--- src/rtl/uart_frame_loader.sv ---
// uart_frame_loader: parses UART byte commands (0xA5 frame, 0x5A fill, 0x3C prescale)
// and drives the LED matrix pixel stream with backpressure and an inter-byte timeout.
module uart_frame_loader #(
  parameter int PANEL_ROWS     = 64,
  parameter int PANEL_COLS     = 64,
  parameter int COLOR_DEPTH    = 4,
  parameter int TIMEOUT_CYCLES = 500000,
  parameter int PRESCALE_INIT  = 3
) (
  input  logic                     clk,
  input  logic                     rst,
  input  logic                     rx_valid,
  output logic                     rx_ready,
  input  logic [7:0]               rx_data,
  output logic                     pix_valid,
  input  logic                     pix_ready,
  output logic                     pix_sync,
  output logic [3*COLOR_DEPTH-1:0] pix_rgb,
  output logic [7:0]               prescale,
  output logic                     busy,
  output logic                     frame_done,
  output logic                     err_timeout
);

  localparam int PIXELS = PANEL_ROWS * PANEL_COLS;
  localparam int CNT_W  = (PIXELS > 1) ? $clog2(PIXELS) : 1;
  localparam int TMO_W  = (TIMEOUT_CYCLES > 1) ? $clog2(TIMEOUT_CYCLES) : 1;
  localparam int RGB_W  = 3 * COLOR_DEPTH;

  typedef enum logic [2:0] {
    ST_IDLE     = 3'd0,
    ST_PIX_HI   = 3'd1,
    ST_PIX_LO   = 3'd2,
    ST_PIX_OUT  = 3'd3,
    ST_FILL_HI  = 3'd4,
    ST_FILL_LO  = 3'd5,
    ST_FILL_OUT = 3'd6,
    ST_CFG      = 3'd7
  } state_t;

  state_t             state_q, state_d;
  logic [7:0]         hi_q, hi_d;
  logic [RGB_W-1:0]   rgb_q, rgb_d;
  logic               pix_valid_q, pix_valid_d;
  logic               pix_sync_q, pix_sync_d;
  logic [CNT_W-1:0]   cnt_q, cnt_d;
  logic [TMO_W-1:0]   tmo_q, tmo_d;
  logic [7:0]         prescale_q, prescale_d;
  logic               frame_done_q, frame_done_d;
  logic               err_timeout_q, err_timeout_d;
  logic               rx_ready_q, rx_ready_d;
  logic               busy_q, busy_d;

  logic               byte_acc_s;
  logic               beat_acc_s;
  logic               wait_st_s;
  logic               tmo_hit_s;
  logic               last_pix_s;

  assign byte_acc_s = rx_valid && rx_ready_q;
  assign beat_acc_s = pix_valid_q && pix_ready;
  assign last_pix_s = (cnt_q == CNT_W'(PIXELS - 1));
  assign wait_st_s  = (state_q == ST_PIX_HI)  || (state_q == ST_PIX_LO) ||
                      (state_q == ST_FILL_HI) || (state_q == ST_FILL_LO) ||
                      (state_q == ST_CFG);
  assign tmo_hit_s  = wait_st_s && (tmo_q == TMO_W'(TIMEOUT_CYCLES - 1));

  // Command FSM next-state and registered-output next values.
  always_comb begin
    state_d       = state_q;
    hi_d          = hi_q;
    rgb_d         = rgb_q;
    pix_valid_d   = pix_valid_q;
    pix_sync_d    = pix_sync_q;
    cnt_d         = cnt_q;
    prescale_d    = prescale_q;
    frame_done_d  = 1'b0;
    err_timeout_d = 1'b0;

    case (state_q)
      ST_IDLE: begin
        if (byte_acc_s) begin
          case (rx_data)
            8'hA5: begin
              state_d = ST_PIX_HI;
              cnt_d   = '0;
            end
            8'h5A:   state_d = ST_FILL_HI;
            8'h3C:   state_d = ST_CFG;
            default: state_d = ST_IDLE;
          endcase
        end else begin
          state_d = ST_IDLE;
        end
      end
      ST_PIX_HI, ST_FILL_HI: begin
        if (byte_acc_s) begin
          hi_d    = rx_data;
          state_d = (state_q == ST_PIX_HI) ? ST_PIX_LO : ST_FILL_LO;
        end else begin
          state_d = state_q;
        end
      end
      ST_PIX_LO: begin
        if (byte_acc_s) begin
          rgb_d       = RGB_W'({hi_q, rx_data});
          pix_valid_d = 1'b1;
          pix_sync_d  = (cnt_q == '0);
          state_d     = ST_PIX_OUT;
        end else begin
          state_d = ST_PIX_LO;
        end
      end
      ST_PIX_OUT: begin
        if (beat_acc_s) begin
          pix_valid_d = 1'b0;
          pix_sync_d  = 1'b0;
          if (last_pix_s) begin
            frame_done_d = 1'b1;
            cnt_d        = '0;
            state_d      = ST_IDLE;
          end else begin
            cnt_d   = cnt_q + CNT_W'(1);
            state_d = ST_PIX_HI;
          end
        end else begin
          state_d = ST_PIX_OUT;
        end
      end
      ST_FILL_LO: begin
        if (byte_acc_s) begin
          rgb_d       = RGB_W'({hi_q, rx_data});
          pix_valid_d = 1'b1;
          pix_sync_d  = 1'b1;
          cnt_d       = '0;
          state_d     = ST_FILL_OUT;
        end else begin
          state_d = ST_FILL_LO;
        end
      end
      ST_FILL_OUT: begin
        // valid stays high between beats so a ready-high downstream sees no bubbles
        if (beat_acc_s) begin
          pix_sync_d = 1'b0;
          if (last_pix_s) begin
            pix_valid_d  = 1'b0;
            frame_done_d = 1'b1;
            cnt_d        = '0;
            state_d      = ST_IDLE;
          end else begin
            cnt_d = cnt_q + CNT_W'(1);
          end
        end else begin
          state_d = ST_FILL_OUT;
        end
      end
      ST_CFG: begin
        if (byte_acc_s) begin
          prescale_d = rx_data;
          state_d    = ST_IDLE;
        end else begin
          state_d = ST_CFG;
        end
      end
      default: begin
        state_d     = ST_IDLE;
        pix_valid_d = 1'b0;
        pix_sync_d  = 1'b0;
      end
    endcase

    // an accepted byte on the expiry cycle takes priority over the abort
    if (tmo_hit_s && !byte_acc_s) begin
      state_d       = ST_IDLE;
      err_timeout_d = 1'b1;
    end else begin
      err_timeout_d = err_timeout_d;
    end

    rx_ready_d = (state_d != ST_PIX_OUT) && (state_d != ST_FILL_OUT);
    busy_d     = (state_d != ST_IDLE);
  end

  // Inter-byte timeout counter: clears on bytes and state changes, frozen outside wait states.
  always_comb begin
    tmo_d = tmo_q;
    if (byte_acc_s || (state_d != state_q)) begin
      tmo_d = '0;
    end else if (wait_st_s) begin
      tmo_d = tmo_q + TMO_W'(1);
    end else begin
      tmo_d = tmo_q;
    end
  end

  // State and output registers with synchronous reset.
  always_ff @(posedge clk) begin
    if (rst) begin
      state_q       <= ST_IDLE;
      hi_q          <= 8'h00;
      rgb_q         <= '0;
      pix_valid_q   <= 1'b0;
      pix_sync_q    <= 1'b0;
      cnt_q         <= '0;
      tmo_q         <= '0;
      prescale_q    <= 8'(PRESCALE_INIT);
      frame_done_q  <= 1'b0;
      err_timeout_q <= 1'b0;
      rx_ready_q    <= 1'b1;
      busy_q        <= 1'b0;
    end else begin
      state_q       <= state_d;
      hi_q          <= hi_d;
      rgb_q         <= rgb_d;
      pix_valid_q   <= pix_valid_d;
      pix_sync_q    <= pix_sync_d;
      cnt_q         <= cnt_d;
      tmo_q         <= tmo_d;
      prescale_q    <= prescale_d;
      frame_done_q  <= frame_done_d;
      err_timeout_q <= err_timeout_d;
      rx_ready_q    <= rx_ready_d;
      busy_q        <= busy_d;
    end
  end

  assign rx_ready    = rx_ready_q;
  assign pix_valid   = pix_valid_q;
  assign pix_sync    = pix_sync_q;
  assign pix_rgb     = rgb_q;
  assign prescale    = prescale_q;
  assign busy        = busy_q;
  assign frame_done  = frame_done_q;
  assign err_timeout = err_timeout_q;

endmodule

--- config.mk ---
export PLATFORM = sky130hd
export DESIGN_NAME = uart_frame_loader
export DESIGN_NICKNAME = d
export VERILOG_FILES = /design/src/rtl/uart_frame_loader.sv
export SDC_FILE = /design/constraint.sdc
export NUM_CORES = 1
export LEC_CHECK = 0
export ABC_AREA = 1
export CORE_AREA = 2 2 75 92
export DETAILED_ROUTE_END_ITERATION = 7
export DIE_AREA = 0 0 77 94
export GPL_ROUTABILITY_DRIVEN = 1
export GPL_TIMING_DRIVEN = 0
export PLACE_DENSITY = 0.83
export SLEW_MARGIN = 10
export SYNTH_ARGS = -nofsm -noshare
export SYNTH_HDL_FRONTEND = slang
export SYNTH_SLANG_ARGS = --single-unit
--- constraint.sdc ---
create_clock -name clk -period 2.71 [get_ports clk]
set_input_delay 0.6775 -clock clk [delete_from_list [all_inputs] [get_ports clk]]
set_output_delay 0.6775 -clock clk [all_outputs]
set_load 0.1 [all_outputs]
# Yosys cells after proc, flatten, opt, wreduce, memory -nomap -nowiden
# Index checks and enable logic that the tools add are counted.
dict set report word_totals {
  wordCells 96
  n_memories 0
  input_bits 12
  latchBits 0
  ramBits 0
  reg_bits 64
  mem_bits_ro 0
}
dict set report op_classes {
  reduce_logical 28
  shift 0
  muxes 28
  add_sub_neg 2
  div 0
  bitwise 2
  order_cmp 0
  multipliers 0
  eq_ne 24
}
# operator n
set op_table {}
lappend op_table {{$mux 12} 5}
lappend op_table {{$pmux 12 s3} 1}
lappend op_table {{$mux 3} 8}
lappend op_table {{$pmux 3 s7} 1}
lappend op_table {{$add 19x1->19 const B} 1}
lappend op_table {{$eq 19x19->1 const B} 1}
lappend op_table {{$add 12x1->12 const B} 1}
lappend op_table {{$eq 12x12->1 const B} 1}
lappend op_table {{$eq 3x3->1 const B} 4}
lappend op_table {{$logic_not 12->1} 1}
lappend op_table {{$ne 2x2->1 const B} 6}
lappend op_table {{$reduce_bool 3->1} 4}
lappend op_table {{$reduce_and 5->1} 2}
lappend op_table {{$mux 1} 9}
lappend op_table {{$pmux 3 s3} 1}
lappend op_table {{$eq 8x6->1 const B} 1}
lappend op_table {{$eq 8x7->1 const B} 1}
lappend op_table {{$eq 8x8->1 const B} 1}
lappend op_table {{$reduce_or 2->1} 4}
lappend op_table {{$eq 3x2->1 const B} 2}
lappend op_table {{$ne 2x1->1 const B} 3}
lappend op_table {{$pmux 1 s3} 2}
lappend op_table {{$reduce_and 2->1} 3}
lappend op_table {{$logic_and 1x1->1} 5}
lappend op_table {{11 further kinds} 16}

# Longest topological paths before layout
dict set report logic_depth {
  ltp_word 11
  mapped_depth 17
  ltp_nobuf 15
}

# Least setup slack after synthesis
# No wires, ideal clock.
dict set report synth_path {
  kind {register to register}
  startpoint {register rx_ready_q (netlist: rx_ready)}
  endpoint {register tmo_q[13]}
  t_required_ns 2.589
  path_stages_with_launch 14
  t_arrival_ns 2.234
  n_path_buf 2
  slack_ns 0.355
  path_cell_list {dfxtp_1 -> nand2_1 -> clkbuf_1 -> nand2_1 -> o21ai_0 -> nor2_1 -> nand3_2 -> nand3_4 -> nand2_1 -> nand2_1 -> nor2_2 -> nand2_4 -> buf_12 -> nor2_4}
}
dict set report synth_between {
  elab_chain_cells 7
}
# element line_no
set synth_rtl {}
lappend synth_rtl {{from (decl)} 51} ;# logic rx_ready_q, rx_ready_d;
lappend synth_rtl {{from (signal assigned)} 222} ;# rx_ready_q <= rx_ready_d;
lappend synth_rtl {{$logic_and 1x1->1 *} 60} ;# assign byte_acc_s = rx_valid && rx_ready_q;
lappend synth_rtl {{$mux 3 (tied with other cells)} 158} ;# if (byte_acc_s) begin
lappend synth_rtl {{$pmux 3 s7 / $logic_and 1x1->1 (equally long branches)} {80, 173}}
lappend synth_rtl {{$mux 3} 173} ;# if (tmo_hit_s && !byte_acc_s) begin
lappend synth_rtl {{$ne 3x3->1} 187} ;# if (byte_acc_s || (state_d != state_q)) begin
lappend synth_rtl {{$logic_or 1x1->1 *} 187}
lappend synth_rtl {{$reduce_or 2->1 (no line) *} --}
lappend synth_rtl {{to (signal assigned)} 218} ;# tmo_q <= tmo_d;
lappend synth_rtl {{to (decl)} 47} ;# logic [TMO_W-1:0] tmo_q, tmo_d;
# Mark *: on every way between the ends. The rest lies on a longest branch, timed or not.
# A chain may end at the register's enable or synchronous reset.

# Worst setup path after layout
dict set report layout_path {
  startpoint {register rx_ready_q (netlist: rx_ready)}
  endpoint {output port rx_ready}
}
# element line_no
set layout_rtl {}
lappend layout_rtl {{to (decl)} 13} ;# output logic rx_ready,
# No word-level cell between the ends.

==> flow_metrics.env <==
export IMPL_yosysTopAreaCellShare_pct=37.6
export IMPL_drive_above_1_share_pct=11.2
export IMPL_dr_pass1_iters=4
export IMPL_rr_endpoint="cnt_q[7]"
export IMPL_syn_to_final_growth_pct=21.2
export IMPL_hp_start="pix_rgb[8]"
export IMPL_clock_latency_ps=350
export IMPL_htreeDepth=3
export IMPL_track_usage_pct=23.3
export IMPL_start_kind="flip-flop"
export IMPL_cp_required_ps=2030
export IMPL_crit_cells=1
export IMPL_netlist_area_um2=3400
export IMPL_clockBufferDepth=2
export IMPL_worst_pin_slew_ps=1030
export IMPL_hp_class="flip-flop to flip-flop"
export IMPL_grt_start_max_net_pins=12
export IMPL_synth_yosys_warnings=0
export IMPL_dp_hpwl_um=5700
export IMPL_antenna_found_initial=0
export IMPL_synthTopCellsByArea="dfxtp_1 38%, nand2_1 10%, nor2_1 7.3%"
export IMPL_synth_top_area_cell="dfxtp_1"
export IMPL_finalHoldViolations=0
export IMPL_finalNetCount=548
export IMPL_period_minus_slack_ps=2560
export IMPL_r2r_cells=9
export IMPL_synthArstFlopShare_pct=0
export IMPL_grt_ovfl_total=0
export IMPL_syn_inst=485
export IMPL_numClockSinks=64
export IMPL_die_w_um=77
export IMPL_path_delay_family="buffers and inverters"
export IMPL_cp_arrival_ps=1890
export IMPL_total_power_w=0.00377
export IMPL_cts_resized=0
export IMPL_yosys_cell_types_count=35
export IMPL_mappedNetlistNets=501
export IMPL_critPathCaptureType="primary output"
export IMPL_postCtsHoldBufs=0
export IMPL_die_y_um=94
export IMPL_path_class="flip-flop to primary output"
export IMPL_ys_flop_type="dfxtp_1"
export IMPL_fmax_ghz=0.390
export IMPL_rows=32
export IMPL_outcome="complete, no violations"
export IMPL_drc=0
export IMPL_dieArea_um2=7240
export IMPL_p_per_area_nw_per_um2=913
export IMPL_cts_buffers=9
export IMPL_crit_path_max_fanout=3
export IMPL_cp_startpoint="rx_ready"
export IMPL_whs_path_depth=2
export IMPL_vias=3189
export IMPL_cpMaxStageDelayCell="clkdlybuf4s50_1"
export IMPL_coreArea_um2=6330
export IMPL_worst_path_buf_inv=1
export IMPL_diodes=0
export IMPL_post_route_period_util_pct=94.6
export IMPL_port_buffers=36
export IMPL_grt_pass1_vias=3041
export IMPL_cts_tree="yes"
export IMPL_clock_skew_ps=12.7
export IMPL_drt_wirelength_per_cell_um=12.4
export IMPL_leakage_nw=1.60
export IMPL_gp_congestion=0.937
export IMPL_via_per_inst=5.13
export IMPL_ios=38
export IMPL_synth_seq_area_share_pct=37.6
export IMPL_avgSynthCellArea_um2=7.02
export IMPL_cts_root_buf="clkbuf_8"
export IMPL_start_util_pct=53.8
export IMPL_cp_cell_sequence="clkdlybuf4s50_1"
export IMPL_synth_edf_count=0
export IMPL_grt_setup_unrepaired="no"
export IMPL_layout_setup_ws_ps=145
export IMPL_drt_initial_drc_count=144
export IMPL_cts_clk_slew_worst_paths_ps=60
export IMPL_slew_headroom_pct=30.9
export IMPL_post_place_ws_ps=-27.9
export IMPL_ff2ff_setup_slack_ps=400
export IMPL_slowest_delay_ps=1160
export IMPL_drv_cap=0
export IMPL_routed_wl_um=7700
export IMPL_crit_end="rx_ready"
export IMPL_r2r_start="state_q[0]"
export IMPL_grt_pass1_wl_um=13400
export IMPL_slew_violations=0
export IMPL_setup_violations_final=0
export IMPL_synth_seq_cells=64
export IMPL_post_cts_buffers=0
export IMPL_postRouteAntennaNets=0
export IMPL_vdd_ir_drop_worst_mv=0.414
==> how the worst min path moves through the flow <==
| stage | slack, ps | endpoint |
|---|---|---|
| 6_report | 480 | pix_rgb[8] |
| 4_1_cts | 480 | prescale[1] |
| 3_5_place_dp | 460 | prescale[1] |
| 3_3_place_gp | 460 | prescale[1] |
| 2_1_floorplan | 440 | cnt_q[9] |
| 5_1_grt | 500 | prescale[1] |
==> worst min-delay path, cell delays in order (launching register included) <==
cell     delay, ps
dfxtp_1        320
nor2_1          50
nor2_1          80
==> Yosys cell counts, types with 4 or more instances <==
| cell type | number |
|---|---|
| inv_1 | 61 |
| dfxtp_1 | 64 |
| nand2_2 | 6 |
| xor2_1 | 15 |
| inv_2 | 8 |
| o21ai_0 | 34 |
| nand3_1 | 27 |
| nor3_1 | 14 |
| nor2_2 | 4 |
| clkbuf_1 | 8 |
| a21oi_1 | 33 |
| nand4_1 | 5 |
| nor2_4 | 11 |
| nand2_1 | 94 |
| nor2_1 | 66 |
| nand3_2 | 4 |
==> area by class of cell <==
type	count	area (um2)
well taps	85	106
fillers	566	2200
multi-input cells	340	1800
flip-flops and latches	64	1280
plain buffers	12	67.6
repair buffers	36	360
clock buffers	11	151
clock inverters	5	103
inverters	69	259
==> where the power goes <==
group	total (W)	internal (W)	switching (W)	leakage [nW]
combinational	0.00163	0.000468	0.00116	0.953
sequential	0.00111	0.00104	0.0000679	0.518
clock	0.00103	0.000659	0.000370	0.126
==> metal layers <==
metal	vias up	share of wire (%)	wire length [um]	global-route usage, %
met5	-	0	0	0
met4	0	1.8	142	8.48
met3	13	4.5	346	6.44
met2	72	53	4070	43.8
met1	1464	41	3140	24.7
li1	1640	-	-	-
==> sequential cells by signal, summed over array words and instances, names as in the netlist <==
| signal | flops |
|---|---|
| prescale | 8 |
| pix_sync | 1 |
| frame_done | 1 |
| rx_ready | 1 |
| pix_rgb | 12 |
| state_q | 3 |
| hi_q | 4 |
| err_timeout | 1 |
| busy | 1 |
| tmo_q | 19 |
| cnt_q | 12 |
| pix_valid | 1 |
==> kinds of logic (layout without fill, tap and decap cells) <==
family	after synthesis	after routing	share of synthesized area, %
muxes	1	1	0.294
buffers and inverters	81	133	9.59
adders and majority gates	4	4	1.69
xor gates and xnor gates	18	18	4.63
DFF	64	64	37.6
AOI/OAI and AO/OA	75	75	11.5
and+or+nand+nor	242	242	34.7
==> placed cells by master, fill, tap and decap left out, drive strengths merged <==
cell / count
xor2: 15
a211oi: 1
o211ai: 2
or2: 1
xnor2: 3
fa: 1
a21oi: 34
nand3b: 2
clkdlybuf4s50: 36
clkbuf: 19
a22oi: 1
nand2: 102
nor3: 14
inv: 69
o21ai: 35
clkinvlp: 1
dfxtp: 64
clkinv: 1
a31oi: 2
nor4: 2
ha: 3
nand4: 5
mux2i: 1
nor3b: 1
nand3: 34
buf: 4
nor2: 81
bufinv: 3
==> through the flow <==
| step | setup TNS (ps) | std cells | cell area [um2] | hold WS [ps] | utilization, % |
|---|---|---|---|---|---|
| 6_report | 0 | 622 | 4130 | 479 | 65.2 |
| 5_1_grt | 0 | 622 | 4130 | 501 | 65.2 |
| 4_1_cts | 0 | 622 | 4130 | 481 | 65.2 |
| 3_5_place_dp | -229 | 606 | 3870 | 461 | 61.2 |
| 3_3_place_gp | -237 | 606 | 3870 | 456 | 61.2 |
| 2_1_floorplan | 0 | 485 | 3400 | 443 | - |
No activity file was read; power rests on OpenSTA's default activity.
